===== src/rtl/uart_mmio_pkg.sv =====
// uart_mmio_pkg: register offsets, status bit positions and FSM state types for the UART slave
package uart_mmio_pkg;
    localparam logic [1:0] UART_REG_DATA   = 2'd0;
    localparam logic [1:0] UART_REG_STATUS = 2'd1;
    localparam logic [1:0] UART_REG_COUNT  = 2'd2;
    localparam int UART_ST_RX_READY = 0;
    localparam int UART_ST_TX_BUSY  = 1;
    localparam int UART_ST_OVERRUN  = 2;
    localparam int UART_ST_FRAMING  = 3;
    typedef enum logic [1:0] {TX_IDLE, TX_START, TX_DATA, TX_STOP} t_uart_tx_state;
    typedef enum logic [2:0] {RX_IDLE, RX_START, RX_DATA, RX_STOP, RX_WAIT} t_uart_rx_state;
endpackage


===== src/rtl/uart_fifo.sv =====
// uart_fifo: synchronous FIFO with wrapping pointers and a separate occupancy count
module uart_fifo #(
    parameter int WIDTH = 8,
    parameter int DEPTH = 16
) (
    input  logic                     clock,
    input  logic                     reset,
    input  logic                     i_push,
    input  logic                     i_pop,
    input  logic [WIDTH-1:0]         i_data,
    output logic [WIDTH-1:0]         o_data,
    output logic                     o_full,
    output logic                     o_empty,
    output logic [$clog2(DEPTH):0]   o_count
);
    localparam int AW = $clog2(DEPTH);
    logic [WIDTH-1:0] r_mem [DEPTH];
    logic [AW-1:0]    r_wr_ptr;
    logic [AW-1:0]    r_rd_ptr;
    logic [AW:0]      r_count;
    logic             w_push;
    logic             w_pop;
    assign o_full  = r_count == (AW+1)'(DEPTH);
    assign o_empty = r_count == '0;
    assign o_count = r_count;
    assign o_data  = r_mem[r_rd_ptr];
    assign w_push  = i_push & (~o_full | i_pop);
    assign w_pop   = i_pop & ~o_empty;
    // pointers and count; a push and pop together leave the count unchanged
    always_ff @(posedge clock or posedge reset) begin
        if (reset) begin
            r_wr_ptr <= '0;
            r_rd_ptr <= '0;
            r_count  <= '0;
        end else begin
            if (w_push) r_wr_ptr <= r_wr_ptr + AW'(1);
            if (w_pop) r_rd_ptr <= r_rd_ptr + AW'(1);
            r_count <= r_count + (AW+1)'(w_push) - (AW+1)'(w_pop);
        end
    end
    // storage needs no reset; empty entries are never presented
    always_ff @(posedge clock) begin
        if (w_push) r_mem[r_wr_ptr] <= i_data;
    end
endmodule


===== src/rtl/uart_mmio.sv =====
// uart_mmio: zero-wait-state memory-mapped UART with TX shifter, RX sampler, RX FIFO and level IRQ
module uart_mmio
    import uart_mmio_pkg::*;
#(
    parameter int CLOCK_HZ      = 50_000_000,
    parameter int BAUD          = 115200,
    parameter int RX_FIFO_DEPTH = 16
) (
    input  logic        clock,
    input  logic        reset,
    input  logic        select,
    input  logic [1:0]  address,
    input  logic [31:0] data_in,
    output logic [31:0] data_out,
    input  logic [3:0]  data_strobes,
    input  logic        read,
    input  logic        write,
    output logic        tx,
    input  logic        rx,
    output logic        irq
);
    localparam int BIT_TICKS = CLOCK_HZ / BAUD;
    localparam int CW = $clog2(BIT_TICKS + 1);
    localparam int AW = $clog2(RX_FIFO_DEPTH);
    localparam logic [CW-1:0] TICK_LAST = CW'(BIT_TICKS - 1);
    localparam logic [CW-1:0] TICK_HALF = CW'(BIT_TICKS / 2 - 1);
    t_uart_tx_state r_tx_state, w_tx_state_next;
    t_uart_rx_state r_rx_state, w_rx_state_next;
    logic [CW-1:0] r_tx_cnt, w_tx_cnt_next, r_rx_cnt, w_rx_cnt_next;
    logic [2:0]    r_tx_bit, w_tx_bit_next, r_rx_bit, w_rx_bit_next;
    logic [7:0]    r_tx_shift, w_tx_shift_next, r_rx_shift, w_rx_shift_next;
    logic          r_tx, w_tx_line, r_rx_meta, r_rx_sync, r_overrun, r_framing;
    logic          w_wr, w_tx_load, w_st_clr, w_pop, w_push, w_rx_done, w_rx_bad;
    logic          w_full, w_empty;
    logic [7:0]    w_head;
    logic [AW:0]   w_count;
    logic [31:0]   w_status, w_rd_data;
    logic          w_unused;
    assign w_wr      = select & write & (data_strobes == 4'b1111);
    assign w_tx_load = w_wr & (address == UART_REG_DATA) & (r_tx_state == TX_IDLE);
    assign w_st_clr  = w_wr & (address == UART_REG_STATUS);
    assign w_pop     = select & read & (address == UART_REG_DATA) & ~w_empty;
    assign w_push    = w_rx_done & (~w_full | w_pop);
    assign tx        = r_tx;
    assign irq       = ~w_empty;
    assign w_unused  = &{1'b0, data_in[31:8]};
    uart_fifo #(.WIDTH(8), .DEPTH(RX_FIFO_DEPTH)) u_fifo (
        .clock   (clock),
        .reset   (reset),
        .i_push  (w_push),
        .i_pop   (w_pop),
        .i_data  (r_rx_shift),
        .o_data  (w_head),
        .o_full  (w_full),
        .o_empty (w_empty),
        .o_count (w_count)
    );
    // TX state, bit timing and the registered line, which trails the FSM by one clock
    always_ff @(posedge clock or posedge reset) begin
        if (reset) begin
            r_tx_state <= TX_IDLE;
            r_tx_cnt   <= '0;
            r_tx_bit   <= '0;
            r_tx_shift <= '0;
            r_tx       <= 1'b1;
        end else begin
            r_tx_state <= w_tx_state_next;
            r_tx_cnt   <= w_tx_cnt_next;
            r_tx_bit   <= w_tx_bit_next;
            r_tx_shift <= w_tx_shift_next;
            r_tx       <= w_tx_line;
        end
    end
    // TX next state: each of START, 8 DATA bits and STOP lasts BIT_TICKS clocks
    always_comb begin
        w_tx_state_next = r_tx_state;
        w_tx_cnt_next   = r_tx_cnt + CW'(1);
        w_tx_bit_next   = r_tx_bit;
        w_tx_shift_next = r_tx_shift;
        w_tx_line       = 1'b1;
        case (r_tx_state)
            TX_IDLE: begin
                w_tx_cnt_next = '0;
                if (w_tx_load) begin
                    w_tx_state_next = TX_START;
                    w_tx_shift_next = data_in[7:0];
                end
            end
            TX_START: begin
                w_tx_line = 1'b0;
                if (r_tx_cnt == TICK_LAST) begin
                    w_tx_cnt_next   = '0;
                    w_tx_bit_next   = '0;
                    w_tx_state_next = TX_DATA;
                end
            end
            TX_DATA: begin
                w_tx_line = r_tx_shift[0];
                if (r_tx_cnt == TICK_LAST) begin
                    w_tx_cnt_next   = '0;
                    w_tx_shift_next = r_tx_shift >> 1;
                    w_tx_bit_next   = r_tx_bit + 3'd1;
                    w_tx_state_next = (r_tx_bit == 3'd7) ? TX_STOP : TX_DATA;
                end
            end
            TX_STOP: begin
                if (r_tx_cnt == TICK_LAST) begin
                    w_tx_cnt_next   = '0;
                    w_tx_state_next = TX_IDLE;
                end
            end
            default: w_tx_state_next = TX_IDLE;
        endcase
    end
    // RX synchroniser, RX state and sticky flags; a same-edge set beats a W1C clear
    always_ff @(posedge clock or posedge reset) begin
        if (reset) begin
            r_rx_meta  <= 1'b1;
            r_rx_sync  <= 1'b1;
            r_rx_state <= RX_IDLE;
            r_rx_cnt   <= '0;
            r_rx_bit   <= '0;
            r_rx_shift <= '0;
            r_overrun  <= 1'b0;
            r_framing  <= 1'b0;
        end else begin
            r_rx_meta  <= rx;
            r_rx_sync  <= r_rx_meta;
            r_rx_state <= w_rx_state_next;
            r_rx_cnt   <= w_rx_cnt_next;
            r_rx_bit   <= w_rx_bit_next;
            r_rx_shift <= w_rx_shift_next;
            r_overrun  <= (w_rx_done & w_full & ~w_pop) | (r_overrun & ~(w_st_clr & data_in[UART_ST_OVERRUN]));
            r_framing  <= w_rx_bad | (r_framing & ~(w_st_clr & data_in[UART_ST_FRAMING]));
        end
    end
    // RX next state: half-bit start check, then mid-bit sampling of data and stop
    always_comb begin
        w_rx_state_next = r_rx_state;
        w_rx_cnt_next   = r_rx_cnt + CW'(1);
        w_rx_bit_next   = r_rx_bit;
        w_rx_shift_next = r_rx_shift;
        w_rx_done       = 1'b0;
        w_rx_bad        = 1'b0;
        case (r_rx_state)
            RX_IDLE: begin
                w_rx_cnt_next = '0;
                if (!r_rx_sync) w_rx_state_next = RX_START;
            end
            RX_START: begin
                if (r_rx_cnt == TICK_HALF) begin
                    w_rx_cnt_next   = '0;
                    w_rx_bit_next   = '0;
                    w_rx_state_next = r_rx_sync ? RX_IDLE : RX_DATA;
                end
            end
            RX_DATA: begin
                if (r_rx_cnt == TICK_LAST) begin
                    w_rx_cnt_next   = '0;
                    w_rx_shift_next = {r_rx_sync, r_rx_shift[7:1]};
                    w_rx_bit_next   = r_rx_bit + 3'd1;
                    w_rx_state_next = (r_rx_bit == 3'd7) ? RX_STOP : RX_DATA;
                end
            end
            RX_STOP: begin
                if (r_rx_cnt == TICK_LAST) begin
                    w_rx_cnt_next   = '0;
                    w_rx_done       = r_rx_sync;
                    w_rx_bad        = ~r_rx_sync;
                    w_rx_state_next = r_rx_sync ? RX_IDLE : RX_WAIT;
                end
            end
            RX_WAIT: begin
                w_rx_cnt_next = '0;
                if (r_rx_sync) w_rx_state_next = RX_IDLE;
            end
            default: w_rx_state_next = RX_IDLE;
        endcase
    end
    // status word assembled from the flag positions
    always_comb begin
        w_status = '0;
        w_status[UART_ST_RX_READY] = ~w_empty;
        w_status[UART_ST_TX_BUSY]  = r_tx_state != TX_IDLE;
        w_status[UART_ST_OVERRUN]  = r_overrun;
        w_status[UART_ST_FRAMING]  = r_framing;
    end
    assign w_rd_data = (address == UART_REG_DATA)   ? {24'h0, w_empty ? 8'h00 : w_head} :
                       (address == UART_REG_STATUS) ? w_status :
                       (address == UART_REG_COUNT)  ? 32'(w_count) : 32'h0;
    assign data_out  = (select & read) ? w_rd_data : 32'h0;
endmodule


===== config.mk =====
export PLATFORM = sky130hd
export DESIGN_NAME = uart_mmio
export DESIGN_NICKNAME = d
export VERILOG_FILES = /design/src/rtl/uart_mmio_pkg.sv /design/src/rtl/uart_fifo.sv /design/src/rtl/uart_mmio.sv
export SDC_FILE = /design/constraint.sdc
export NUM_CORES = 1
export LEC_CHECK = 0
export BUFFER_PORTS_ARGS = -buffer_cell sky130_fd_sc_hd__buf_4
export CORE_UTILIZATION = 45
export DETAILED_ROUTE_END_ITERATION = 7
export PLACE_DENSITY_LB_ADDON = 0.3
export SLEW_MARGIN = 30
export SYNTH_ARGS = -nofsm -noshare
export SYNTH_HDL_FRONTEND = slang
export SYNTH_SLANG_ARGS = --single-unit

===== constraint.sdc =====
create_clock -name clock -period 3.2 [get_ports clock]
set_input_delay 0.48 -clock clock [delete_from_list [all_inputs] [get_ports clock]]
set_output_delay 0.48 -clock clock [all_outputs]
set_load 0.02 [all_outputs]

# After elaboration in Yosys (flattened, before gate mapping)
# Memory sizes are Yosys's and may differ from the RTL's.
# Cells that the tools add are included.
[totals] regBits=63 ram_bits=128 in_bits=44 out_inout_bits=34 word_cells=134 memories=1
[memory_table] name="u_fifo.r_mem" depth=16 word_bits=8 read_ports=1 rd_ports_with_merged_regs=0 wr=1 line_no="uart_fifo.sv:17" rtl="logic [WIDTH-1:0] r_mem [DEPTH];"
[op_classes] add_sub_neg=8 eq_ne=25 n_mux=41 bitwise=26 n_reduce_logical=17
[op_table] op="$mux 8" n=5
[op_table] op="$mux 3" n=10
[op_table] op="$mux 9" n=3
[op_table] op="$pmux 9 s3" n=1
[op_table] op="$add 9x1->9 const B" n=2
[op_table] op="$eq 9x9->1 const B" n=2
[op_table] op="$ne 2x2->1 const B" n=9
[op_table] op="$pmux 9 s2" n=1
[op_table] op="$and 1x1->1" n=17
[op_table] op="$pmux 8 s2" n=1
[op_table] op="$pmux 3 s5" n=1
[op_table] op="$pmux 3 s2" n=2
[op_table] op="$mux 2" n=5
[op_table] op="$mux 5" n=2
[op_table] op="$eq 3x3->1 const B" n=3
[op_table] op="$eq 9x8->1 const B" n=1
[op_table] op="$reduce_and 3->1" n=3
[op_table] op="$add 4x1->4 const B" n=2
[op_table] op="$mux 1" n=8
[op_table] op="$pmux 2 s4" n=1
[op_table] op="$reduce_bool 2->1" n=4
[op_table] op="$add 3x1->3 const B" n=2
[op_table] op="$eq 2x2->1 const B" n=3
[op_table] op="$eq 3x2->1 const B" n=2
[op_table] op="other kinds (17)" n=27

# Longest topological paths before layout
# Gate-level depths: netlist of run 1.
[depth] word_depth=8 mapped_depth=14 mapped_depth_nobuf=13

# Cells and area by module
# A second synthesis of run 1 with hierarchy kept.
[hier_totals] cells_unflattened=620 hier_area_um2=8788.4
[by_module_without_submodules] module="uart_fifo" instances=1 cells_per_inst=320 area_each_um2=5825.6 seq_area_each_um2=4169.0
[by_module_without_submodules] module="uart_mmio" instances=1 cells_per_inst=300 area_each_um2=2962.8 seq_area_each_um2=1255.0

# Worst setup path after synthesis of run 1
# OpenSTA, ideal clock, no wires.
[synth_timing] kind="register to register" startpoint="register u_fifo.r_count[3] (netlist: u_fifo.o_count[3])" endpoint="register u_fifo.r_count[4] (netlist: u_fifo.o_count[4])" setup_time_ns=0.123 arrival_time_ns=2.764 t_required_ns=3.077 slack_ns=0.313 path_stages_with_launch=15 path_buffers=1 period_less_slack_ns=2.887 cell_sequence="dfrtp_1 -> inv_1 -> ha_1 -> or4b_1 -> clkbuf_1 -> nand4_2 -> inv_1 -> ha_1 -> inv_1 -> ha_1 -> fa_1 -> a21oi_1 -> nor2_1 -> nor2_1 -> xnor2_1"
[synth_via] word_cells_on_any_way=11 cone_classes="add/sub (2); eq/ne (1); bitwise (7); reduce/logical (1)"
[synth_lines] element="start, declared" line_no="uart_fifo.sv:20" rtl="logic [AW:0] r_count;"
[synth_lines] element="start signal, assigned" line_no="uart_fifo.sv:38" rtl="r_count <= r_count + (AW+1)'(w_push) - (AW+1)'(w_pop);"
[synth_lines] element="$logic_not 5->1 *" line_no="uart_fifo.sv:24" rtl="assign o_empty = r_count == '0;"
[synth_lines] element="$not 1->1 *"
[synth_lines] element="via irq" line_no="uart_mmio.sv:20" rtl="output logic irq"
[synth_lines] element="$and 1x1->1" line_no="uart_mmio.sv:42" rtl="assign w_pop = select & read & (address == UART_REG_DATA) & ~w_empty;"
[synth_lines] element="$and 1x1->1 *" line_no="uart_fifo.sv:28" rtl="assign w_pop = i_pop & ~o_empty;"
[synth_lines] element="via u_fifo.w_pop" line_no="uart_fifo.sv:22" rtl="logic w_pop;"
[synth_lines] element="$sub 5x1->5 *" line_no="uart_fifo.sv:38"
# The timed path passes the listed nets; every way through them passes the cells marked *.
# A chain may end at the register's enable or synchronous reset.

# Final worst setup path of run 1
[layout_timing] startpoint="register u_fifo.r_count[3] (netlist: u_fifo.o_count[3])" endpoint="register u_fifo.r_count[4] (netlist: u_fifo.o_count[4])"
[layout_via] word_cells_on_any_way=11 cone_classes="add/sub (2); eq/ne (1); bitwise (7); reduce/logical (1)"
[layout_lines] element="$logic_not 5->1 *" line_no="uart_fifo.sv:24"
[layout_lines] element="$not 1->1 *" line_no="uart_fifo.sv:28, uart_mmio.sv:42"
[layout_lines] element="$and 1x1->1" line_no="uart_mmio.sv:42"
[layout_lines] element="$and 1x1->1 *" line_no="uart_fifo.sv:28"
[layout_lines] element="via u_fifo.w_pop" line_no="uart_fifo.sv:22"
[layout_lines] element="$sub 5x1->5 *" line_no="uart_fifo.sv:38"
# Marks and branches as above.

==> flow_summary.json, run 1 <==
{
  "status": "completed",
  "rows": 49,
  "ys_seq_area_share_pct": 63.6,
  "synthFlopType": "edfxtp_1",
  "path_clk_slew_ns": 0.07,
  "portBuffers": 29,
  "coreArea_sq_um": 18300,
  "n_antenna_cell": 0,
  "clock_skew_ns": 0.00742,
  "fin_nets": 673,
  "post-place-ws_ns": 0.328,
  "synth_top_area_share_pct": 45.1,
  "crit_fanout": 6,
  "routed_wl_mm": 15.3,
  "synthToLayoutAreaGrowth_pct": 13.1,
  "syn_area_sq_um": 8530,
  "dp_hpwl_mm": 10.4,
  "nFillCells": 1450,
  "grt_pass1_vias": 4767,
  "cts_max_level": 4,
  "root_buffer": "clkbuf_16",
  "clock_sinks": 191,
  "cts_hold_buf": 0,
  "path_cells": "inv_1, ha_1, or4b_1, nand4_2, inv_1, ha_1, inv_1, ha_1, fa_1, a21oi_1, nor2_1, nor2_1, xnor2_1",
  "synthCells": 551,
  "hold_viol": 0,
  "synth_edf_count": 128,
  "rsz0062_at_grt": "no",
  "routedWlPerCell_um": 18.1,
  "crit_buf_inv": 3,
  "ys_types": 64,
  "drc": 0,
  "cts_resized": 0,
  "ir_drop_v": 0.000400,
  "drtIter0Drc": 378,
  "post_cts.repair.setup_buffers": 0,
  "period_minus_slack_ns": 2.90,
  "crit_arrival_ns": 3.25,
  "start_util_pct": 46.7,
  "setup_ws_ns": 0.303,
  "cp_top_family": "adder cells",
  "max_freq_ghz": 0.345,
  "yosys.area.top_type": "edfxtp_1",
  "finalSetupViolations": 0,
  "die_w_um": 140,
  "fp.dieH_um": 140,
  "syn_avg_cell_area_sq_um": 15.5,
  "worstSkewPairLatency_ns": 0.43,
  "p_leak_nw": 4.04,
  "slowest_stage": "or4b_1",
  "ios": 78,
  "tightestPinTransition_ns": 0.879,
  "period_share_pct": 90.5,
  "grt_max_degree": 35,
  "synth_area_leaders": "edfxtp_1 45%, dfrtp_1 18%, mux4_2 8.5%, ha_1 3.5%, buf_4 2.4%",
  "cts_tree": "yes",
  "yosysMostFrequentCell": "edfxtp_1",
  "drv_slew": 0,
  "critical_path_class": "reg2reg",
  "viasPerCell": 5.44,
  "ys_seq_elements": 191,
  "globalRoute.totalOverflow": 0,
  "clock_path_buffers": 2,
  "die-area_sq_um": 19500,
  "gp_congestion": 0.782,
  "cts_buffers": 17,
  "crit_path_max_incr_delay_ns": 0.57,
  "cp-end-kind": "flip-flop",
  "start_kind": "flip-flop",
  "maxCapViolCount": 0,
  "ys_async_sr_fraction_pct": 33.0,
  "drive_gt1_share_pct": 26.3,
  "max-slew-margin-rel_pct": 41.4,
  "postLayoutCoreUtil_pct": 52.8,
  "hold_class": "in2async",
  "grt_pass1_wl_mm": 25.4,
  "fin_setup_tns_ns": 0,
  "grt_use_total_pct": 17.3,
  "postRouteAntennaNets": 0,
  "antenna_found_initial": 0,
  "ys.warnings.count": 0,
  "routed-via-count": 4605,
  "required_ns": 3.56,
  "pwr_density_cell_nw_per_um2": 598,
  "synth.cells.most_frequent": "128 x edfxtp_1, 60 x dfrtp_1, 41 x nor2_1",
  "first_pass_iters": 5
}
power by group:
part | switching (W) | internal (W)
clock | 0.000893 | 0.00126
combinational | 0.000440 | 0.000390
sequential | 0.000109 | 0.00267
total | 0.00144 | 0.00432
path summary, 6_finish.rpt:
kind                                            to  cells after the start               from  slack, ns
worst max register to register   u_fifo.o_count[4]                     13  u_fifo.o_count[3]       0.30
worst min register to register           r_rx_sync                      0          r_rx_meta       0.37
worst min-delay path                   r_rx_cnt[0]                      3              reset       0.13
min in group clock                       r_rx_meta                      1                 rx       0.15
worst max-delay path             u_fifo.o_count[4]                     13  u_fifo.o_count[3]       0.30
max in group asynchronous       u_fifo.r_rd_ptr[0]                      3              reset       2.69
tightest hold or removal path, delay by kind of cell:
family                 cells  cell delay [ns]
buffers and inverters      3             0.48
per-stage QoR:
stage | cell area (sq um) | power [W] | std cells | hold WS [ns]
global route | 9650 | 0.00600 | 846 | 0.139
global placement | 9040 | 0.00366 | 814 | 0.356
finish | 9650 | 0.00576 | 846 | 0.126
detailed placement | 9040 | 0.00368 | 814 | 0.354
CTS | 9650 | 0.00582 | 846 | 0.131
floorplan | 8610 | 0.00348 | 574 | 0.345
placed cells by master (no fill, tap or decap), types with 17 or more instances in the layout:
cell type / synthesis / final
dfrtp_1: 60 / 59
mux2_2: 18 / 18
edfxtp_1: 128 / 128
clkbuf_16: 0 / 17
mux4_2: 32 / 32
nand2_1: 18 / 18
nor2_1: 41 / 41
buf_4: 27 / 55
conb_1: 1 / 24
ha_1: 24 / 24
inv_1: 25 / 24
flip-flops by register name, indices dropped and copies added (netlist names), 4 cells and up:
name	flops
u_fifo.r_mem	128
r_rx_cnt	9
r_tx_cnt	9
r_rx_shift	8
r_tx_shift	8
u_fifo.o_count	5
u_fifo.r_rd_ptr	4
u_fifo.r_wr_ptr	4
per-layer routing:
| metal | part of all wire, % | GRT usage, % | vias up |
|---|---|---|---|
| li1 | - | - | 2126 |
| met1 | 45 | 23.0 | 2343 |
| met2 | 49 | 28.1 | 118 |
| met3 | 4.3 | 4.30 | 18 |
| met4 | 1.5 | 5.55 | 0 |
| met5 | 0 | 0 | - |
kinds of logic after synthesis:
| kind of cell | Yosys count | synth area share [%] |
|---|---|---|
| and+or+nand+nor | 124 | 8.04 |
| buffers and inverters | 70 | 4.52 |
| muxes | 70 | 13.6 |
| AOI/OAI and AO/OA | 46 | 3.92 |
| DFF | 191 | 63.6 |
| xor gates and xnor gates | 24 | 2.47 |
| adders and majority gates | 25 | 3.76 |
| other | 1 | 0.0440 |
area by class of cell:
| type | count | area, sq um | share of cell area [%] |
|---|---|---|---|
| clock inverter | 11 | 153 | 1.58 |
| inverter | 25 | 93.8 | 0.973 |
| clock buffer | 21 | 450 | 4.67 |
| timing repair buffer | 56 | 433 | 4.49 |
| tap | 229 | 287 | 2.97 |
| multi-input combinational | 313 | 2800 | 29.1 |
| sequential | 191 | 5430 | 56.2 |
(Power assumes the default switching activity.)
==> run 2, diff against run 1 <==
--- a/config.mk
+++ b/config.mk
@@ -8,8 +8,9 @@
 export BUFFER_PORTS_ARGS = -buffer_cell sky130_fd_sc_hd__buf_4
 export CORE_UTILIZATION = 45
 export DETAILED_ROUTE_END_ITERATION = 7
-export PLACE_DENSITY_LB_ADDON = 0.3
+export PLACE_DENSITY = 0.64
 export SLEW_MARGIN = 30
 export SYNTH_ARGS = -nofsm -noshare
 export SYNTH_HDL_FRONTEND = slang
 export SYNTH_SLANG_ARGS = --single-unit
+export TNS_END_PERCENT = 30
==> constraint.sdc (replaced) <==
create_clock -name clock -period 3.2 [get_ports clock]
set_input_delay 0.32 -clock clock [delete_from_list [all_inputs] [get_ports clock]]
set_output_delay 0.32 -clock clock [all_outputs]
set_load 0.02 [all_outputs]
==> run 2 against run 1 <==
- sequential power about the same
- count of clock-buffer cells in the layout decreased by 4
- first-iteration DRC count decreased by 36%
- total power decreased by 3.3%
- via count increased by 1.6%
- die area unchanged
- register-to-register slack improved by 0.02 ns
- setup slack improved by 0.023 ns
- non-clock buffer count decreased by 3
- highest routed layer unchanged
==> flow_summary.json, run 2 (synthesis gave the netlist of run 1 again) <==
{
  "slowest_stage": "or4b_1",
  "start_kind": "flip-flop",
  "dp_hpwl_mm": 10.7,
  "routed-via-count": 4679,
  "p_leak_nw": 4.01,
  "hold_class": "in2reg",
  "antenna_found_initial": 0,
  "drc": 0,
  "seq_area_sq_um": 5430,
  "postRouteAntennaNets": 0,
  "critPathCapture": "u_fifo.o_count[4]",
  "fp.dieH_um": 140,
  "pwr_density_cell_nw_per_um2": 581,
  "coreArea_sq_um": 18300,
  "start_util_pct": 46.7,
  "gp_congestion": 0.820,
  "nFillCells": 1471,
  "cts_hold_buf": 2,
  "worstSkewPairLatency_ns": 0.44,
  "first_pass_iters": 4,
  "p_switching_w": 0.00150,
  "cp-end-kind": "flip-flop",
  "path_clk_slew_ns": 0.07,
  "post_cts.repair.setup_buffers": 0,
  "largest_reg_flops": 128,
  "ios": 78,
  "p_clk_share_pct": 35.5,
  "grt_pass1_wl_mm": 25.4,
  "fin_nets": 670,
  "n_antenna_cell": 0,
  "multi_input_area_sq_um": 2800,
  "crit_fanout": 6,
  "crit_buf_inv": 3,
  "cts_buffers": 17,
  "clock_sinks": 191,
  "swShare_pct": 26.9,
  "routedWlPerCell_um": 18.7,
  "top_register": "u_fifo.r_mem",
  "max-slew-margin-rel_pct": 37.0,
  "grt_use_total_pct": 17.5,
  "rsz0062_at_grt": "no",
  "layout_commonest_cell": "edfxtp_1",
  "cts_resized": 0,
  "tightestPinTransition_ns": 0.945,
  "ff2ff_setup_slack_ns": 0.33,
  "maxCapViolCount": 0,
  "period_share_pct": 89.8,
  "drv_slew": 0,
  "pwr-share-seq_pct": 50.3,
  "post-place-ws_ns": 0.338,
  "viasPerCell": 5.55,
  "routed_wl_mm": 15.8,
  "grt_max_degree": 50,
  "drive_gt1_share_pct": 25.7,
  "period_minus_slack_ns": 2.87,
  "power.share.combinational_pct": 14.2,
  "cts_tree": "yes",
  "rr_endpoint": "u_fifo.o_count[4]",
  "cts_max_level": 4,
  "crit_arrival_ns": 3.23,
  "crit_path_max_incr_delay_ns": 0.58,
  "globalRoute.totalOverflow": 0,
  "setup_ws_ns": 0.326,
  "r2r_cells": 13,
  "max_freq_ghz": 0.348,
  "drtIter0Drc": 241,
  "rows": 49,
  "required_ns": 3.56,
  "synthToLayoutAreaGrowth_pct": 12.6,
  "clock_skew_ns": 0.00838,
  "status": "completed",
  "cp_top_family": "adder cells",
  "cp-startpoint": "u_fifo.o_count[3]",
  "fin_setup_tns_ns": 0,
  "critical_path_class": "reg2reg",
  "root_buffer": "clkbuf_16",
  "clock_path_buffers": 2,
  "p_int_w": 0.00408,
  "portBuffers": 29,
  "die-area_sq_um": 19500,
  "worst_r2r_startpoint": "u_fifo.o_count[3]",
  "path_cells": "inv_1, ha_1, or4b_1, nand4_2, inv_1, ha_1, inv_1, ha_1, fa_1, a21oi_1, nor2_1, nor2_1, xnor2_1",
  "finalSetupViolations": 0,
  "grt_pass1_vias": 4763,
  "final_cell_mix": "128 x edfxtp_1, 59 x dfrtp_1, 49 x buf_4, 41 x nor2_1, 32 x mux4_2",
  "die_w_um": 140,
  "reg.largest.list": "u_fifo.r_mem x128, r_rx_cnt x9, r_tx_cnt x9",
  "cp_num_cells": 13,
  "hold_viol": 0,
  "ir_drop_v": 0.000325,
  "power_w": 0.00558
}
-- run 2: worst reg2reg max path, cell delays in order (launching register included) --
cell	delay (ns)
dfrtp_1	0.40
inv_1	0.09
ha_1	0.15
or4b_1	0.58
nand4_2	0.16
inv_1	0.08
ha_1	0.27
inv_1	0.04
ha_1	0.19
fa_1	0.41
a21oi_1	0.14
nor2_1	0.05
nor2_1	0.11
xnor2_1	0.12
-- run 2: worst min path at each step --
| stage | from | endpoint | cells after the start |
|---|---|---|---|
| floorplan | rx | r_rx_meta | 0 |
| global placement | r_rx_meta | r_rx_sync | 0 |
| detailed placement | r_rx_meta | r_rx_sync | 0 |
| CTS | data_in[7] | r_tx_shift[7] | 3 |
| global route | data_in[7] | r_tx_shift[7] | 3 |
| finish | data_in[7] | r_tx_shift[7] | 3 |
-- run 2: final cells by class --
type                            count  share of cell area (%)
Tap cell                          229                    2.99
Clock inverter                     15                    1.38
Clock buffer                       17                    4.43
Timing Repair Buffer               53                    4.46
Sequential cell                   191                    56.5
Inverter                           25                    1.00
Multi-Input combinational cell    313                    29.2
-- run 2: power by group through the flow --
stage | Clock [W] | Sequential (W) | Combinational (W)
final | 0.00198 | 0.00281 | 0.000793
after global routing | 0.00212 | 0.00282 | 0.000880
after CTS | 0.00203 | 0.00281 | 0.000812
after detailed placement | 0 | 0.00286 | 0.000807
after global placement | 0 | 0.00286 | 0.000800
after floorplan | 0 | 0.00276 | 0.000712
-- run 2: per-stage QoR --
stage	cell area [sq um]	utilization (%)	hold slack (ns)	cells
2_1_floorplan	8610	-	0.324	574
3_3_place_gp	9020	49.4	0.356	809
3_5_place_dp	9020	49.4	0.351	809
4_1_cts	9600	52.5	0.143	843
5_1_grt	9600	52.5	0.167	843
6_report	9600	52.5	0.162	843
-- run 2: per-layer routing --
| metal | vias up | GRT usage, % | wire length, um |
|---|---|---|---|
| met3 | 23 | 4.20 | 825 |
| met2 | 118 | 28.7 | 7900 |
| met4 | 0 | 6.65 | 320 |
| met5 | - | 0 | 0 |
| met1 | 2417 | 22.5 | 6750 |
| li1 | 2121 | - | - |
==> run 3, diff against run 2 <==
--- a/config.mk
+++ b/config.mk
@@ -8,7 +8,7 @@
 export BUFFER_PORTS_ARGS = -buffer_cell sky130_fd_sc_hd__buf_4
 export CORE_UTILIZATION = 45
 export DETAILED_ROUTE_END_ITERATION = 7
-export PLACE_DENSITY = 0.64
+export PLACE_DENSITY = 0.63
 export SLEW_MARGIN = 30
 export SYNTH_ARGS = -nofsm -noshare
 export SYNTH_HDL_FRONTEND = slang
==> run 3 against run 2 <==
- register-to-register slack is essentially flat
- global-route usage grew 0.22 points
- sequential cell count is the same
- clock skew grew 0.0027 ns
- die area is the same
- total power grew 0.53%
- sequential share of layout area shrank 0.15 points
- sequential power is essentially flat
- critical path type is now reg2out
- worst hold slack lost 0.0073 ns
==> flow_summary.json, run 3 (synthesis gave the netlist of run 1 again) <==
{
  "grt_pass1_wl_mm": 25.7,
  "finalSetupViolations": 0,
  "dp_hpwl_mm": 10.7,
  "cp_num_cells": 6,
  "rsz0062_at_grt": "no",
  "grt_max_degree": 26,
  "swShare_pct": 27.2,
  "grt_use_total_pct": 17.7,
  "postLayoutCoreUtil_pct": 52.7,
  "nFillCells": 1487,
  "routed_wl_mm": 16.0,
  "dp_cells": 814,
  "cp-end-kind": "primary output",
  "crit_fanout": 14,
  "hold_class": "in2reg",
  "min_path_cells": 3,
  "final_area_sq_um": 9620,
  "maxCapViolCount": 0,
  "hp-start": "data_in[7]",
  "die_w_um": 140,
  "crit_arrival_ns": 2.62,
  "ir_drop_v": 0.000407,
  "drv_slew": 0,
  "clock_sinks": 191,
  "reg.largest.list": "u_fifo.r_mem x128, r_rx_cnt x9, r_tx_cnt x9",
  "seq_area_sq_um": 5430,
  "required_ns": 2.88,
  "power.share.combinational_pct": 13.6,
  "p_int_w": 0.00408,
  "pwr_density_cell_nw_per_um2": 583,
  "portBuffers": 29,
  "slowest_stage": "dfrtp_2",
  "path_cells": "buf_4, mux4_2, mux2i_1, nand3_1, and3_1, buf_4",
  "fin_setup_tns_ns": 0,
  "clock_path_buffers": 2,
  "coreArea_sq_um": 18300,
  "ff2ff_setup_slack_ns": 0.33,
  "status": "completed",
  "start_util_pct": 46.7,
  "final_cell_mix": "128 x edfxtp_1, 59 x dfrtp_1, 56 x buf_4, 41 x nor2_1, 32 x mux4_2",
  "globalRoute.totalOverflow": 0,
  "gp_congestion": 0.806,
  "period_minus_slack_ns": 2.94,
  "max_freq_ghz": 0.340,
  "r2r_cells": 13,
  "crit_buf_inv": 2,
  "drive_gt1_share_pct": 26.7,
  "tightestPinTransition_ns": 0.911,
  "fin_cells": 848,
  "routed-via-count": 4618,
  "path_common_cell": "buf_4",
  "first_pass_iters": 4,
  "pwr-share-seq_pct": 50.3,
  "post-place-ws_ns": 0.331,
  "die-area_sq_um": 19500,
  "p_leak_nw": 4.02,
  "ios": 78,
  "drc": 0,
  "p_clk_share_pct": 36.0,
  "cp_top_family": "multiplexers",
  "placed_area_sq_um": 9030,
  "viasPerCell": 5.45,
  "hold_viol": 0,
  "rr_endpoint": "u_fifo.o_count[4]",
  "routedWlPerCell_um": 18.8,
  "drtIter0Drc": 253,
  "synthToLayoutAreaGrowth_pct": 12.9,
  "fin_nets": 675,
  "largest_reg_flops": 128,
  "layout_commonest_cell": "edfxtp_1",
  "min_to": "r_tx_shift[7]",
  "start_kind": "flip-flop",
  "postRouteAntennaNets": 0,
  "clock_skew_ns": 0.0110,
  "period_share_pct": 92.0,
  "cts_buffers": 17,
  "n_antenna_cell": 0,
  "root_buffer": "clkbuf_16",
  "cts_max_level": 4,
  "crit_path_max_incr_delay_ns": 0.65,
  "setup_ws_ns": 0.257,
  "path_clk_slew_ns": 0.07,
  "post_cts.repair.setup_buffers": 0,
  "antenna_found_initial": 0,
  "p_switching_w": 0.00153,
  "max-slew-margin-rel_pct": 39.2,
  "multi_input_area_sq_um": 2800,
  "worstSkewPairLatency_ns": 0.44,
  "rows": 49,
  "top_register": "u_fifo.r_mem",
  "grt_pass1_vias": 4720,
  "cts_tree": "yes",
  "critical_path_class": "reg2out",
  "worst_r2r_startpoint": "u_fifo.o_count[3]",
  "fp.dieH_um": 140
}
## run 3: changes by cell type in the layout (fill, tap and decap cells not counted), sizes merged
cell / delta
buf: +5
clkinv: -2
clkinvlp: +2
## run 3: metal layers
metal | track usage, % | routed length [um] | vias up
met1 | 23.6 | 7220 | 2352
li1 | - | - | 2130
met4 | 5.61 | 179 | 0
met3 | 4.34 | 805 | 13
met5 | 0 | 0 | -
met2 | 28.6 | 7760 | 123
## run 3: how the worst max path moves through the flow
stage,start,to,slack [ns]
floorplan,u_fifo.o_count[3],u_fifo.o_count[4],0.31
global placement,u_fifo.o_count[3],u_fifo.o_count[4],0.38
detailed placement,u_fifo.o_count[3],u_fifo.o_count[4],0.33
CTS,u_fifo.r_rd_ptr[0],data_out[3],0.19
global route,u_fifo.r_rd_ptr[0],data_out[7],0.05
finish,u_fifo.r_rd_ptr[0],data_out[3],0.26
## run 3: what timing repair did
action / in CTS / in global routing
gates resized for setup: 0 / 0
hold endpoints to repair: 19 / 0
hold buffers: 2 / 0
## run 3: through the flow
step                power, W  hold slack [ns]
floorplan            0.00348            0.324
global placement     0.00365            0.357
detailed placement   0.00366            0.354
CTS                  0.00567            0.143
global route         0.00586            0.161
finish               0.00561            0.154
## run 3: worst min-delay path, stage by stage
cell,delay (ns)
buf_4,0.08
nand4_1,0.07
o21ai_0,0.07
## run 3: power groups by stage
stage                     sequential (W)  clock (W)  combinational, W
after floorplan                  0.00276          0          0.000712
after global placement           0.00288          0          0.000770
after detailed placement         0.00288          0          0.000775
after CTS                        0.00283    0.00206          0.000782
after global routing             0.00284    0.00216          0.000854
final                            0.00282    0.00202          0.000763
## run 3: layout make-up
| type | count | share of cell area (%) |
|---|---|---|
| clock inverter | 15 | 1.55 |
| inverter | 25 | 0.975 |
| tap | 229 | 2.98 |
| timing repair buffer | 58 | 4.58 |
| clock buffer | 17 | 4.42 |
| multi-input combinational | 313 | 29.1 |
| sequential | 191 | 56.4 |
